File: src/rtl/booth_mult_seq_if.sv
// booth_mult_seq_if
//   Start/done handshake and operand/result bus for booth_mult_seq.
//   Parameter WIDTH : operand width in bits (must match the multiplier).
//   Signals:
//     start   - request a multiply (driven by master)
//     x_in    - signed multiplier operand (driven by master)
//     y_in    - signed multiplicand operand (driven by master)
//     busy    - operation in progress (driven by slave)
//     done    - one-cycle completion pulse (driven by slave)
//     product - registered signed product, 2*WIDTH bits (driven by slave)
//   Modports: master (requester side), slave (multiplier side).
interface booth_mult_seq_if #(
  parameter int WIDTH = 8
);
  logic                 start;
  logic [WIDTH-1:0]     x_in;
  logic [WIDTH-1:0]     y_in;
  logic                 busy;
  logic                 done;
  logic [2*WIDTH-1:0]   product;

  modport master (
    output start, x_in, y_in,
    input  busy, done, product
  );

  modport slave (
    input  start, x_in, y_in,
    output busy, done, product
  );
endinterface

File: src/rtl/booth_mult_seq.sv
// booth_mult_seq
//   Sequential radix-2 Booth multiplier for two's-complement operands.
//   A step counter walks the multiplier bits so one FSM (IDLE, INIT, EVAL,
//   SHIFT, DONE) serves any operand width. The product register holds its
//   value until the next completed operation.
//   Parameter WIDTH : operand width, 2..32.
//   Ports:
//     clk  - clock, all state changes on the rising edge
//     rst  - synchronous active-high reset, priority over everything
//     bus  - booth_mult_seq_if.slave (start, x_in, y_in, busy, done, product)
//   Optional feature macro: BOOTH_SKIP_EN
//     When defined, an EVAL step that sees a 00/11 Booth pair performs the
//     shift directly and skips the SHIFT state. Results are unchanged.
module booth_mult_seq #(
  parameter int WIDTH = 8
) (
  input logic            clk,
  input logic            rst,
  booth_mult_seq_if.slave bus
);

  localparam int CW = $clog2(WIDTH);

  typedef enum logic [2:0] {
    IDLE  = 3'd0,
    INIT  = 3'd1,
    EVAL  = 3'd2,
    SHIFT = 3'd3,
    DONE  = 3'd4
  } state_t;

  state_t               state_reg, state_next;
  // One guard bit above WIDTH keeps A - Y exact when Y is the most
  // negative value.
  logic [WIDTH:0]       a_reg, a_next;
  logic [WIDTH-1:0]     x_reg, x_next;
  logic [WIDTH-1:0]     y_reg, y_next;
  logic                 e_reg, e_next;
  logic [CW-1:0]        cnt_reg, cnt_next;
  logic [2*WIDTH-1:0]   product_reg, product_next;

  logic [WIDTH:0]       y_sext;
  logic [WIDTH:0]       a_sh;
  logic [WIDTH-1:0]     x_sh;
  logic                 e_sh;
  logic                 last_step;
  logic                 do_shift;

  assign y_sext    = {y_reg[WIDTH-1], y_reg};
  assign last_step = (cnt_reg == CW'(WIDTH - 1));

  // Arithmetic right shift of the concatenation {A, X, E} by one bit.
  assign a_sh = {a_reg[WIDTH], a_reg[WIDTH:1]};
  assign e_sh = x_reg[0];
  assign x_sh[WIDTH-1] = a_reg[0];
  generate
    for (genvar gi = 0; gi < WIDTH - 1; gi++) begin : g_x_shift
      assign x_sh[gi] = x_reg[gi + 1];
    end
  endgenerate

  always_ff @(posedge clk) begin
    if (rst) begin
      state_reg   <= IDLE;
      a_reg       <= '0;
      x_reg       <= '0;
      y_reg       <= '0;
      e_reg       <= 1'b0;
      cnt_reg     <= '0;
      product_reg <= '0;
    end else begin
      state_reg   <= state_next;
      a_reg       <= a_next;
      x_reg       <= x_next;
      y_reg       <= y_next;
      e_reg       <= e_next;
      cnt_reg     <= cnt_next;
      product_reg <= product_next;
    end
  end

  always_comb begin
    state_next   = state_reg;
    a_next       = a_reg;
    x_next       = x_reg;
    y_next       = y_reg;
    e_next       = e_reg;
    cnt_next     = cnt_reg;
    product_next = product_reg;
    do_shift     = 1'b0;

    case (state_reg)
      IDLE: begin
        if (bus.start) begin
          x_next     = bus.x_in;
          y_next     = bus.y_in;
          state_next = INIT;
        end
      end
      INIT: begin
        a_next     = '0;
        e_next     = 1'b0;
        cnt_next   = '0;
        state_next = EVAL;
      end
      EVAL: begin
        case ({x_reg[0], e_reg})
          2'b10: begin
            a_next     = a_reg - y_sext;
            state_next = SHIFT;
          end
          2'b01: begin
            a_next     = a_reg + y_sext;
            state_next = SHIFT;
          end
          default: begin
`ifdef BOOTH_SKIP_EN
            // Nothing to add: fold the shift into this cycle.
            do_shift = 1'b1;
`else
            state_next = SHIFT;
`endif
          end
        endcase
      end
      SHIFT: begin
        do_shift = 1'b1;
      end
      DONE: begin
        state_next = IDLE;
      end
      default: begin
        state_next = IDLE;
      end
    endcase

    // Shared shift step: used by SHIFT and, when skipping, by EVAL.
    if (do_shift) begin
      a_next   = a_sh;
      x_next   = x_sh;
      e_next   = e_sh;
      cnt_next = cnt_reg + CW'(1);
      if (last_step) begin
        // Load the result on the way into DONE so it is visible there.
        product_next = {a_sh[WIDTH-1:0], x_sh};
        state_next   = DONE;
      end else begin
        state_next = EVAL;
      end
    end
  end

  assign bus.busy    = (state_reg == INIT) || (state_reg == EVAL) ||
                       (state_reg == SHIFT);
  assign bus.done    = (state_reg == DONE);
  assign bus.product = product_reg;

endmodule

File: src/flat_wrapper.sv
// flat-port wrapper written by rule: the top's interface ports become plain ports
module booth_mult_seq_flat 
#(
  parameter int WIDTH = 8
)
  (clk, rst, bus_start, bus_x_in, bus_y_in, bus_busy, bus_done, bus_product);
  booth_mult_seq_if #(.WIDTH(WIDTH)) bus_i ();
  input logic clk;
  input logic rst;
  input wire logic [$bits(bus_i.start)-1:0] bus_start;
  input wire logic [$bits(bus_i.x_in)-1:0] bus_x_in;
  input wire logic [$bits(bus_i.y_in)-1:0] bus_y_in;
  output wire logic [$bits(bus_i.busy)-1:0] bus_busy;
  output wire logic [$bits(bus_i.done)-1:0] bus_done;
  output wire logic [$bits(bus_i.product)-1:0] bus_product;
  assign bus_i.start = bus_start;
  assign bus_i.x_in = bus_x_in;
  assign bus_i.y_in = bus_y_in;
  assign bus_busy = bus_i.busy;
  assign bus_done = bus_i.done;
  assign bus_product = bus_i.product;
  booth_mult_seq #(.WIDTH(WIDTH)) u_core (.clk(clk), .rst(rst), .bus(bus_i));
endmodule
File: config.mk
export PLATFORM = sky130hd
export DESIGN_NAME = booth_mult_seq_flat
export DESIGN_NICKNAME = d
export VERILOG_FILES = /design/src/rtl/booth_mult_seq_if.sv /design/src/rtl/booth_mult_seq.sv /design/src/flat_wrapper.sv
export SDC_FILE = /design/constraint.sdc
export NUM_CORES = 1
export LEC_CHECK = 0
export CAP_MARGIN = 20
export CORE_MARGIN = 2
export CORE_UTILIZATION = 58
export DETAILED_ROUTE_END_ITERATION = 12
export PLACE_DENSITY = 0.85
export SYNTH_ARGS = -nofsm -noshare
export SYNTH_HDL_FRONTEND = slang
export SYNTH_SLANG_ARGS = --single-unit
File: constraint.sdc
create_clock -name clk -period 6.3 [get_ports clk]
set_input_delay 1.89 -clock clk [delete_from_list [all_inputs] [get_ports clk]]
set_output_delay 1.89 -clock clk [all_outputs]
set_load 0.01 [all_outputs]
-- After elaboration in Yosys (flattened, before gate mapping)
Cells that the tools add are included.
- bits in registers: 48
- logic and storage cells: 52
- add/subtract/negate cells: 3
- equal/unequal tests: 11
- multiplexer cells: 15
- bitwise logic cells: 1
- reductions and logical operators: 14
- operators with widths (cell ; number):
    9-bit case mux with 2 select lines ; 2
    8-bit 2-to-1 mux ; 4
    3-bit 2-to-1 mux ; 5
    3-bit case mux with 4 select lines ; 1
    2-bit AND reduction ; 5
    9-bit adder ; 1
    9-bit subtractor ; 1
    2-bit nonzero test ; 4
    3-bit by 2-bit == test with 1-bit output (second input constant) ; 2
    3-bit == test (second input constant) ; 2
    4-bit by 3-bit inequality test with 1-bit output (second input constant) ; 1
    3-bit by 1-bit adder with 3-bit output (second input constant) ; 1
    3-bit by 1-bit == test with 1-bit output (second input constant) ; 1
    3-bit zero test ; 1
    1-bit 2-to-1 mux ; 3
    3-bit by 2-bit inequality test with 1-bit output (second input constant) ; 1
    3-bit inequality test (second input constant) ; 1
    3-bit AND reduction ; 1
    3-bit nonzero test ; 1
    2-bit by 1-bit == test with 1-bit output (second input constant) ; 1
    2-bit == test (second input constant) ; 1
    1-bit logical OR ; 2
    2-bit by 1-bit inequality test with 1-bit output (second input constant) ; 1
    1-bit inverter ; 1

-- Longest topological paths before layout
- word-level depth: 4
- gate-level depth with buffers: 11

-- Least setup slack after synthesis
OpenSTA, ideal clock, no wires.
- kind: input-to-reg
- start: input rst
- end: register u_core.a_reg[2]
- setup time: 0.128 ns
- arrival: 2.776 ns
- path slack: 3.397 ns
- stages on the path: 4
- path through: buf_2 > buf_1 > clkbuf_1 > nor2_1
- RTL lines (item ; RTL line ; RTL):
    start: declaration ; flat_wrapper.sv:9 ; input logic rst;
    end signal: assignment ; booth_mult_seq.sv:73 ; a_reg <= a_next;
    end: declaration ; booth_mult_seq.sv:35 ; logic [WIDTH:0] a_reg, a_next;
No word-level cell between the ends.

-- Final worst setup path
- start: register u_core.state_reg[0]
- end: output bus_busy
- word-level cells in the longest chain between the ends: 3
- elaborated cells between the ends (all ways): 5
- ends and longest elaborated chain (item ; RTL line ; RTL):
    start: declaration ; booth_mult_seq.sv:32 ; state_t state_reg, state_next;
    start signal: assignment ; booth_mult_seq.sv:72 ; state_reg <= state_next;
    3-bit by 1-bit == test with 1-bit output / 3-bit by 2-bit == test with 1-bit output (equally long branches) ; booth_mult_seq.sv:153 ; assign bus.busy = (state_reg == INIT) || (state_reg == EVAL) ||
    1-bit logical OR ; booth_mult_seq.sv:153 ;
    1-bit logical OR (*) ; booth_mult_seq.sv:153 ;
    end: declaration ; flat_wrapper.sv:13 ; output wire logic [$bits(bus_i.busy)-1:0] bus_busy;
Every way passes the cells marked *; elsewhere a longest branch is shown, timed or not.

==> metrics.yaml <==
status: "finished, final reports clean"
max_slew_margin: 0.391
cpMaxStageDelayCell: "dfxtp_1"
timing.hold.ws_ns: 0.462
initial_utilization: 0.611
hold_buffers: 0
drtIter0Drc: 131
detail_route.first_pass.iterations: 4
tns_ns: 0
grt_usage: 0.220
drcViolationCount: 0
switching_share: 0.300
end_kind: "output port"
placedInstanceArea_um2: 2810
root_buffer: "clkbuf_8"
wl_per_cell_um: 14.1
p_per_area_nw_per_um2: 228
maxCapViolCount: 0
setup.worst_path.start: "u_core.state_reg[0]"
power.internal_mw: 0.462
synth_top_area_frac: 0.385
clk_latency_ns: 0.30
clock_power_share: 0.262
hp-class: "flip-flop to flip-flop"
die_y_um: 69.6
peakVddDrop_mv: 0.161
post-place-ws_ns: 2.55
slowest_delay_ns: 0.58
pin_count: 37
dieWidth_um: 69.6
setup_slack_ns: 2.67
worst_pin_slew_ns: 0.910
syn_nets: 302
cts-htree-levels: 2
synth.most_common_cell: "dfxtp_1"
rsz0062_at_grt: "false"
die_area_um2: 4850
path_buf_inv: 1
portBuffers: 36
syn_to_final_growth_pct: 15.6
ys_ff_latch: 48
start_kind: "flip-flop"
grt.overflow.total: 0
crit_path_frequent_cell: "nor2_1"
core-area_um2: 4090
ys_async_sr_fraction: 0
wl_mm: 4.93
setup_viol_count_final: 0
synthFlopType: "dfxtp_1"
r2r-start: "u_core.e_reg"
cts_buffers: 5
finalInstanceArea_um2: 2890
rrSetupSlack_ns: 3.46
power.net_switching_mw: 0.198
grt_first_pass_wirelength_mm: 8.81
cts_setup_buffers: 0
dp_hpwl_mm: 3.78
leakage_nw: 1.14
synth_cell_types: 54
yosys_warnings: 0
worstHoldStart: "u_core.y_reg[6]"
layout-drive-gt1-share: 0.0870
power_frac_seq: 0.505
grt_max_degree: 21
nets: 331
ant_nets: 0
syn_inst: 270
worstPathCellList: "nor2_1, nor2_1, clkdlybuf4s50_1"
tritoncts: "yes"
clock-sinks: 48
cp.required_ns: 4.41
fmax_mhz: 276
syn-cell-area_um2: 2500
worstPathArrival_ns: 1.74
rows: 23
num_antenna_cells: 0
finalCriticalPeriod_ns: 3.63
path_delay_family: "flip-flops"
crit_path_max_fanout: 9
gp_congestion: 0.859
cts.repair.resized: 0
antenna_found_initial: 0
hold_violations: 0
final_util: 0.707
clock_skew_ns: 0.00338
synth-edff-count: 0
comb_power_share: 0.233
yosys-top-cells-count: "dfxtp_1, nand2_1, nor2_1, a21oi_1, a22o_1"
crit_type: "flip-flop to output port"
largest_register_ffs: 16
ys_seq_area_frac: 0.385
synth_area_leaders: "dfxtp_1, nand2_1, ha_1, a22o_1, a21oi_1"
num_vias: 1990
final.fill_count: 334
finalMaxSlewViolations: 0
path_clk_slew_ns: 0.08
avgSynthCellArea_um2: 9.25
fin_crit_sh: 0.576
yosysTopAreaCell: "dfxtp_1"
clock_path_buffers: 2
viasPerCell: 5.70
first_global_vias: 1989
==> kinds of logic (layout without fill, tap and decap cells) <==
family,after synthesis,in the layout,share of synthesized area
compound gates,74,74,0.228
xor+xnor,12,12,0.0421
fa+ha+maj,13,13,0.0681
buf+inv,19,48,0.0546
flops,48,48,0.385
mux,3,3,0.0125
simple gates,101,101,0.210
==> cell type report <==
| cell class | count | area [um2] | share of cell area |
|---|---|---|---|
| timing repair buffer | 37 | 368 | 0.127 |
| multi-input combinational | 203 | 1400 | 0.485 |
| clock buffer | 5 | 68.8 | 0.0238 |
| clock inverter | 2 | 12.5 | 0.00433 |
| sequential | 48 | 961 | 0.333 |
| tap | 50 | 62.6 | 0.0217 |
| inverter | 4 | 15.0 | 0.00520 |
==> metrics by stage <==
stage,power (mW),instances
3_5_place_dp,0.493,342
5_1_grt,0.700,349
6_report,0.660,349
3_3_place_gp,0.489,342
2_1_floorplan,0.460,270
4_1_cts,0.661,349
==> per-layer routing <==
layer | GRT usage | vias to the layer above | routed length, um
met1 | 0.288 | 911 | 2350
met3 | 0.0552 | 9 | 208
met4 | 0.0662 | 0 | 69
li1 | - | 1028 | -
met5 | 0 | - | 0
met2 | 0.357 | 42 | 2300
==> tightest hold or removal path: stages, from the launching register on <==
cell and delay [ns]:
dfxtp_1 0.31, nand2_1 0.05, a21oi_1 0.05
==> power groups by stage <==
stage               Sequential (mW)  Clock [mW]  Combinational (mW)
floorplan                     0.333           0               0.127
global placement              0.340           0               0.149
detailed placement            0.340           0               0.153
CTS                           0.333       0.174               0.154
global route                  0.335       0.190               0.174
finish                        0.333       0.173               0.154
==> cell usage in the layout (no fill, tap or decap), drive strengths merged, types with 2 or more instances in the layout <==
cell	synthesis	routed
a211oi	4	4
a21o	2	2
a21oi	24	24
a221oi	4	4
a22o	16	16
a311oi	9	9
a31oi	3	3
a41oi	2	2
and2	3	3
clkbuf	2	5
clkdlybuf4s50	0	36
dfxtp	48	48
ha	12	12
inv	4	4
mux2i	2	2
nand2	45	45
nand3	6	6
nor2	27	27
nor2b	4	4
nor3	8	8
nor4	2	2
o211ai	2	2
o21ai	5	5
xnor2	5	5
xor2	7	7
==> path summary, 6_finish.rpt <==
check,to,cells after the start
setup reg to reg,u_core.a_reg[8],9
setup / recovery,bus_busy,3
hold / removal,u_core.y_reg[6],2
hold reg to reg,u_core.y_reg[6],2
No activity file was read; power rests on OpenSTA's default activity.
